<file path="src/rtl/multicore_ctrl_pkg.sv">
// Shared TL-UL types, register offsets and helpers for the multicore controller.
package multicore_ctrl_pkg;

  localparam logic [2:0] OpPutFull       = 3'd0;
  localparam logic [2:0] OpPutPartial    = 3'd1;
  localparam logic [2:0] OpGet           = 3'd4;
  localparam logic [2:0] OpAccessAck     = 3'd0;
  localparam logic [2:0] OpAccessAckData = 3'd1;

  localparam logic [11:0] OffRun      = 12'h000;
  localparam logic [11:0] OffDoorbell = 12'h004;
  localparam logic [11:0] OffDbSet    = 12'h008;
  localparam logic [11:0] OffDbClr    = 12'h00C;
  localparam logic [11:0] OffDone     = 12'h010;
  localparam logic [11:0] OffDoneIe   = 12'h014;
  localparam logic [3:0]  BootPage    = 4'h1;

  typedef struct packed {
    logic        a_valid;
    logic [2:0]  a_opcode;
    logic [2:0]  a_param;
    logic [1:0]  a_size;
    logic [7:0]  a_source;
    logic [31:0] a_address;
    logic [3:0]  a_mask;
    logic [31:0] a_data;
    logic        d_ready;
  } tl_h2d_t;

  typedef struct packed {
    logic        d_valid;
    logic [2:0]  d_opcode;
    logic [2:0]  d_param;
    logic [1:0]  d_size;
    logic [7:0]  d_source;
    logic        d_sink;
    logic [31:0] d_data;
    logic        d_error;
    logic        a_ready;
  } tl_d2h_t;

  typedef enum logic [2:0] {
    SelRun, SelDoorbell, SelDbSet, SelDbClr, SelDone, SelDoneIe, SelBoot, SelNone
  } reg_sel_e;

  function automatic int hold_cnt_width(input int hold_cycles);
    return (hold_cycles < 1) ? 1 : $clog2(hold_cycles + 1);
  endfunction

endpackage

</file>
<file path="src/rtl/multicore_core_seq.sv">
// Per-core reset hold sequencer and done-edge detector.
module multicore_core_seq
  import multicore_ctrl_pkg::*;
#(
  parameter int ResetHoldCycles = 8
) (
  input  logic clk_i,
  input  logic rst_ni,
  input  logic run_i,
  input  logic core_done_i,
  output logic core_rst_no,
  output logic done_set_o
);

  localparam int CntW = hold_cnt_width(ResetHoldCycles);

  logic [CntW-1:0] hold_cnt_q, hold_cnt_d;
  logic            run_q, rst_n_q, done_prev_q;

  // Only a fresh RUN rise loads the counter; a rewrite of 1 leaves it running down.
  always_comb begin
    hold_cnt_d = hold_cnt_q;
    if (!run_i) begin
      hold_cnt_d = '0;
    end else if (!run_q) begin
      hold_cnt_d = CntW'(ResetHoldCycles);
    end else if (hold_cnt_q != '0) begin
      hold_cnt_d = hold_cnt_q - CntW'(1);
    end
  end

  always_ff @(posedge clk_i or negedge rst_ni) begin
    if (!rst_ni) begin
      run_q       <= 1'b0;
      hold_cnt_q  <= '0;
      rst_n_q     <= 1'b0;
      done_prev_q <= 1'b0;
    end else begin
      run_q       <= run_i;
      hold_cnt_q  <= hold_cnt_d;
      rst_n_q     <= run_i && run_q && (hold_cnt_d == '0);
      done_prev_q <= rst_n_q && core_done_i;
    end
  end

  assign core_rst_no = rst_n_q;
  assign done_set_o  = rst_n_q && core_done_i && !done_prev_q;

endmodule

</file>
<file path="src/rtl/multicore_ctrl.sv">
// TL-UL register slice controlling boot address, reset, doorbell and done of worker cores.
module multicore_ctrl
  import multicore_ctrl_pkg::*;
#(
  parameter int          NumCores        = 2,
  parameter int          ResetHoldCycles = 8,
  parameter logic [31:0] BootAddrRst     = 32'h0
) (
  input  logic                      clk_i,
  input  logic                      rst_ni,
  input  tl_h2d_t                   tl_i,
  output tl_d2h_t                   tl_o,
  output logic [NumCores-1:0]       core_rst_no,
  output logic [NumCores-1:0][31:0] boot_addr_o,
  output logic [NumCores-1:0]       core_irq_o,
  input  logic [NumCores-1:0]       core_done_i,
  output logic                      mgmt_irq_o
);

  logic [NumCores-1:0]       run_q, doorbell_q, done_q, done_ie_q, done_set, done_w1c, wdata_cores;
  logic [NumCores-1:0][31:0] boot_addr_q;
  logic                      mgmt_irq_q;
  logic                      d_valid_q, d_error_q;
  logic [2:0]                d_opcode_q;
  logic [1:0]                d_size_q;
  logic [7:0]                d_source_q;
  logic [31:0]               d_data_q, rdata, boot_rdata;
  logic [11:0]               offset;
  logic [5:0]                boot_idx;
  reg_sel_e                  sel;
  logic                      is_get, is_put, boot_busy, req_err, a_ready, a_accept, wr_en;
  logic                      unused_tl;

  assign offset      = tl_i.a_address[11:0];
  assign boot_idx    = offset[7:2];
  assign wdata_cores = tl_i.a_data[NumCores-1:0];
  assign unused_tl   = ^{tl_i.a_param, tl_i.a_address[31:12]};

  always_comb begin
    sel = SelNone;
    case (offset)
      OffRun:      sel = SelRun;
      OffDoorbell: sel = SelDoorbell;
      OffDbSet:    sel = SelDbSet;
      OffDbClr:    sel = SelDbClr;
      OffDone:     sel = SelDone;
      OffDoneIe:   sel = SelDoneIe;
      default: begin
        if (offset[11:8] == BootPage && offset[1:0] == 2'b00 && 32'(boot_idx) < 32'(NumCores)) begin
          sel = SelBoot;
        end
      end
    endcase
  end

  always_comb begin
    boot_busy  = 1'b0;
    boot_rdata = '0;
    for (int i = 0; i < NumCores; i++) begin
      if (boot_idx == 6'(i)) begin
        boot_busy  = run_q[i];
        boot_rdata = boot_addr_q[i];
      end
    end
  end

  always_comb begin
    rdata = '0;
    case (sel)
      SelRun:      rdata = 32'(run_q);
      SelDoorbell: rdata = 32'(doorbell_q);
      SelDone:     rdata = 32'(done_q);
      SelDoneIe:   rdata = 32'(done_ie_q);
      SelBoot:     rdata = boot_rdata;
      default:     rdata = '0;
    endcase
  end

  // A running core's boot address is frozen so it can't change under the core.
  assign is_get  = tl_i.a_opcode == OpGet;
  assign is_put  = (tl_i.a_opcode == OpPutFull) || (tl_i.a_opcode == OpPutPartial);
  assign req_err = (sel == SelNone) || (tl_i.a_size != 2'd2) || !(is_get || is_put)
                || (is_put && tl_i.a_mask != 4'hF) || (is_put && sel == SelBoot && boot_busy);

  assign a_ready  = !d_valid_q || tl_i.d_ready;
  assign a_accept = tl_i.a_valid && a_ready;
  assign wr_en    = a_accept && is_put && !req_err;
  assign done_w1c = (wr_en && sel == SelDone) ? wdata_cores : '0;

  // A done edge in the same cycle as a W1C wins, so no completion is lost.
  always_ff @(posedge clk_i or negedge rst_ni) begin
    if (!rst_ni) begin
      run_q       <= '0;
      doorbell_q  <= '0;
      done_q      <= '0;
      done_ie_q   <= '0;
      mgmt_irq_q  <= 1'b0;
      boot_addr_q <= {NumCores{BootAddrRst}};
    end else begin
      done_q     <= (done_q & ~done_w1c) | done_set;
      mgmt_irq_q <= |(done_q & done_ie_q);
      if (wr_en) begin
        case (sel)
          SelRun:      run_q      <= wdata_cores;
          SelDoorbell: doorbell_q <= wdata_cores;
          SelDbSet:    doorbell_q <= doorbell_q | wdata_cores;
          SelDbClr:    doorbell_q <= doorbell_q & ~wdata_cores;
          SelDoneIe:   done_ie_q  <= wdata_cores;
          SelBoot: begin
            for (int i = 0; i < NumCores; i++) begin
              if (boot_idx == 6'(i)) boot_addr_q[i] <= tl_i.a_data;
            end
          end
          default: ;
        endcase
      end
    end
  end

  always_ff @(posedge clk_i or negedge rst_ni) begin
    if (!rst_ni) begin
      d_valid_q  <= 1'b0;
      d_error_q  <= 1'b0;
      d_opcode_q <= OpAccessAck;
      d_size_q   <= '0;
      d_source_q <= '0;
      d_data_q   <= '0;
    end else if (a_accept) begin
      d_valid_q  <= 1'b1;
      d_error_q  <= req_err;
      d_opcode_q <= is_get ? OpAccessAckData : OpAccessAck;
      d_size_q   <= tl_i.a_size;
      d_source_q <= tl_i.a_source;
      d_data_q   <= (is_get && !req_err) ? rdata : '0;
    end else if (tl_i.d_ready) begin
      d_valid_q  <= 1'b0;
    end
  end

  for (genvar i = 0; i < NumCores; i++) begin : g_core
    multicore_core_seq #(.ResetHoldCycles(ResetHoldCycles)) u_seq (
      .clk_i       (clk_i),
      .rst_ni      (rst_ni),
      .run_i       (run_q[i]),
      .core_done_i (core_done_i[i]),
      .core_rst_no (core_rst_no[i]),
      .done_set_o  (done_set[i])
    );
  end

  assign tl_o = '{d_valid: d_valid_q, d_opcode: d_opcode_q, d_param: 3'b0, d_size: d_size_q,
                  d_source: d_source_q, d_sink: 1'b0, d_data: d_data_q, d_error: d_error_q,
                  a_ready: a_ready};

  assign boot_addr_o = boot_addr_q;
  assign core_irq_o  = doorbell_q;
  assign mgmt_irq_o  = mgmt_irq_q;

endmodule

</file>
<file path="config.mk">
export PLATFORM = sky130hd
export DESIGN_NAME = multicore_ctrl
export DESIGN_NICKNAME = d
export VERILOG_FILES = /design/src/rtl/multicore_ctrl_pkg.sv /design/src/rtl/multicore_core_seq.sv /design/src/rtl/multicore_ctrl.sv
export SDC_FILE = /design/constraint.sdc
export NUM_CORES = 1
export LEC_CHECK = 0
export BUFFER_PORTS_ARGS = -buffer_cell sky130_fd_sc_hd__buf_2
export CAP_MARGIN = 30
export CORE_MARGIN = 2
export CORE_UTILIZATION = 50
export DETAILED_ROUTE_END_ITERATION = 8
export GPL_TIMING_DRIVEN = 0
export HOLD_SLACK_MARGIN = 0.06
export PLACE_DENSITY = 0.87
export SLEW_MARGIN = 40
export SYNTH_ARGS = -nofsm -noshare
export SYNTH_HDL_FRONTEND = slang
export SYNTH_SLANG_ARGS = --single-unit
</file>
<file path="constraint.sdc">
create_clock -name clk_i -period 2.4 [get_ports clk_i]
set_input_delay 0.36 -clock clk_i [delete_from_list [all_inputs] [get_ports clk_i]]
set_output_delay 0.36 -clock clk_i [all_outputs]
set_load 0.02 [all_outputs]
</file>
==> run metrics <==
pre-CTS setup slack -0.289 ns; top post-synthesis cells by count 132 x dfrtp_1, 58 x mux2_2, 39 x nand2_1, 35 x mux2i_1; Worst path max stage delay between 0.3 and 0.4 ns; mux contribution to synthesized area 21.5%; CTS Sinks 132; port bufs roughly 180; complex-gate fraction of the synthesized area ~7.4%; Crit. End Element flip-flop; status complete, but fails checks; Area growth, synth to finish 30.7%; clock share of power 50.7%; fin crit share between 90% and 100%; Max Clock Skew 0.00638 ns; maximum clock rate 0.450 GHz; cell with the most instances after synthesis dfrtp_1; DR DRC count 9; post-route ant nets 0; critical path peak fanout 10; number of global-route vias before repair 4,745; Row Count 39; TritonCTS Buffers 17; adder-cell share of the synthesized area 0.591%; HPWL after DPL 10,200 um; CP Cell Sequence nand2b_1 -> clkbuf_1 -> nand3_1 -> nor4_4 -> buf_4 -> buf_6 -> mux2_2; worst slew pin tran ~0.79 ns; Vias/cell between 5 and 6; Core ar. 11,500 um^2; Iter 0 DRT Violations 215; Max Cap Viol 0; Detailed Routing Iterations Pass 1 7; Worst Hold Class in2reg; Max clock buf depth 2; H-tree depth 4; delay-heaviest family, CP simple AND/OR/NAND/NOR gates; top cells by area, synth dfrtp_1 56%, mux2_2 11%, mux2i_1 5.9%; crit path kind reg2reg; largest area contributor in the netlist dfrtp_1; CP max-delay cell dfrtp_1; Seq/Total Area, Yosys a little under three fifths; final hold violation count 0; largest net degree at the start of global routing 54; drt wl/cell ~17 um; buffers plus inverters on the worst setup path 3; max-slew violation count 0; Synth top area share between 50% and 60%; antenna cells 0; CTS tree done; Slew HR 47.3%; final wirelength 14,100 um; Die Wd roughly 110 um; combinational family with the most area after synthesis multiplexers; Clk pin slew, worst setup/hold paths ~0.06 ns; GRT Total Usage 23.4%; internal power 0.00410 W; synth unique cells 50; first-pass GRT wire length roughly 23,000 um; Yosys reg bits 132; number of enable flip-flop cells after synthesis 0; die area between 10,000 and 15,000 um^2; YS warnings 0; maximum VDD drop 502 uV; cell area after synthesis between 5000 and 6000 um^2; Clock Latency Late Sink roughly 0.42 ns; setup ws final 0.179 ns; FFs w/ async S/R, synth 100%; Post-Synthesis Cells 466; Gate power share 6.3%; Synth Area in Simple Gates approximately a tenth; xor-xnor portion of the synthesized cell area 0.443%; antenna violations before repair 0; fin crit period 2.22 ns; GRT overflow 0; IO Pins 211; CP required around 2.7 ns; failing checks design-rule violations; Die Ht 113 um; dpl cell area 7080 um^2; Final setup violation count 0; RSZ-0062 raised after global routing no; cts repair resizes 0; Root Buffer clkbuf_16; P_sw 0.00118 W; ratio of cells with drive above 1 in the final layout 47.3%; Initial Util roughly half; Pleak 4.14 nW; CP arrival 2.52 ns; WHS around 0.17 ns; pwr dens slightly below 700 nW/um^2; fin nets 768; switching share of total power 22.3%; design area 7740 um^2; Sequential Power Share 43.0%; startpoint class of the critical path flip-flop; DR vias 4,487; Avg Cell Area, Syn 12.7 um^2; RePlAce Congestion 0.922; Finished Core Util about 67%; Synth Flop Type dfrtp_1
## cells by family (layout without fill, tap and decap cells)
group / after synthesis / after routing
buf+inv: 39 / 257
flops: 132 / 132
xor+xnor: 3 / 3
fa+ha+maj: 3 / 3
compound gates: 63 / 63
simple gates: 110 / 110
other cells: 1 / 6
mux: 115 / 115
## cell type report
type	instances	area, um^2
clock buffer	20	467
sequential	132	3300
timing repair buffer	186	1000
fill	857	3770
tap	143	179
clock inverter	12	153
inverter	6	22.5
buffer	33	241
multi-input combinational	300	2380
## per-stage QoR
stage                     TNS, ns  power (W)  instances
final                           0    0.00528        832
after detailed placement   -15.70    0.00264        795
after floorplan                 0    0.00246        471
after global placement     -93.76    0.00261        793
after global routing            0    0.00545        832
after CTS                       0    0.00532        828
## power groups by stage
stage	Combinational (W)	Sequential (W)	Clock, W
after global placement	0.000310	0.00230	0
after CTS	0.000338	0.00227	0.00272
final	0.000335	0.00227	0.00268
after detailed placement	0.000335	0.00231	0
after floorplan	0.000123	0.00234	0
after global routing	0.000365	0.00227	0.00282
## routing by layer
layer | share of wire [%] | GRT usage, % | routed length (um)
met1 | 40 | 28.2 | 5580
met3 | 7.8 | 7.82 | 1110
met4 | 2.4 | 8.62 | 332
met5 | 0 | 0 | 0
met2 | 50 | 39.6 | 7100
## cells in the final DEF (no fill, tap or decap), types with 3 or more instances in the layout
cell and n:
nand2_1 39, conb_1 6, nor2_1 20, clkinvlp_4 4, buf_2 178, o21ai_1 10
a21oi_1 11, nor3b_1 4, nor3_1 8, clkinv_2 3, bufinv_16 3, clkbuf_8 3
nor4_1 4, o21ai_0 5, mux2_2 58, mux2_1 20, nand3_1 5, clkbuf_16 17
buf_6 10, nand4_1 4, a31oi_1 4, nand2b_1 5, dfrtp_1 132, inv_1 6
clkbuf_1 9, buf_4 15, mux2i_1 35, nor2b_1 3, o21ai_2 20
## worst paths after layout
| path | from | to | slack (ns) | cells past startpoint |
|---|---|---|---|---|
| setup / recovery | d_valid_q$_DFFE_PN0P_ | boot_addr_o[23]$_DFFE_PN0P_ | 0.18 | 7 |
| hold / removal | tl_i[10] | boot_addr_o[9]$_DFFE_PN0P_ | 0.17 | 2 |
| setup reg to reg | d_valid_q$_DFFE_PN0P_ | boot_addr_o[23]$_DFFE_PN0P_ | 0.18 | 7 |
| hold reg to reg | g_core[0].u_seq.run_q$_DFF_PN0_ | g_core[0].u_seq.hold_cnt_q[3]$_DFF_PN0_ | 0.47 | 1 |
| max in group asynchronous | rst_ni | d_size_q[1]$_DFFE_PN0P_ | 1.17 | 4 |
| min in group asynchronous | rst_ni | boot_addr_o[20]$_DFFE_PN0P_ | 0.41 | 2 |
## sequential cells by signal, indices dropped and copies added, names as in the netlist
register                  cells
mgmt_irq_o                    1
d_valid_q                     1
g_core.u_seq.run_q            2
run_q                         2
boot_addr_o                  64
g_core.u_seq.core_rst_no      2
core_irq_o                    2
done_ie_q                     2
g_core.u_seq.hold_cnt_q       8
d_size_q                      2
d_data_q                     32
d_source_q                    8
g_core.u_seq.done_prev_q      2
done_q                        2
d_opcode_q                    1
d_error_q                     1
## repair_timing
item | in CTS | in global routing
buffers inserted | 0 | 4
endpoints found under the hold margin | 34 | 0
setup endpoints to repair | 0 | 60
hold buffers | 1 | 0
No activity file was read; power rests on OpenSTA's default activity.
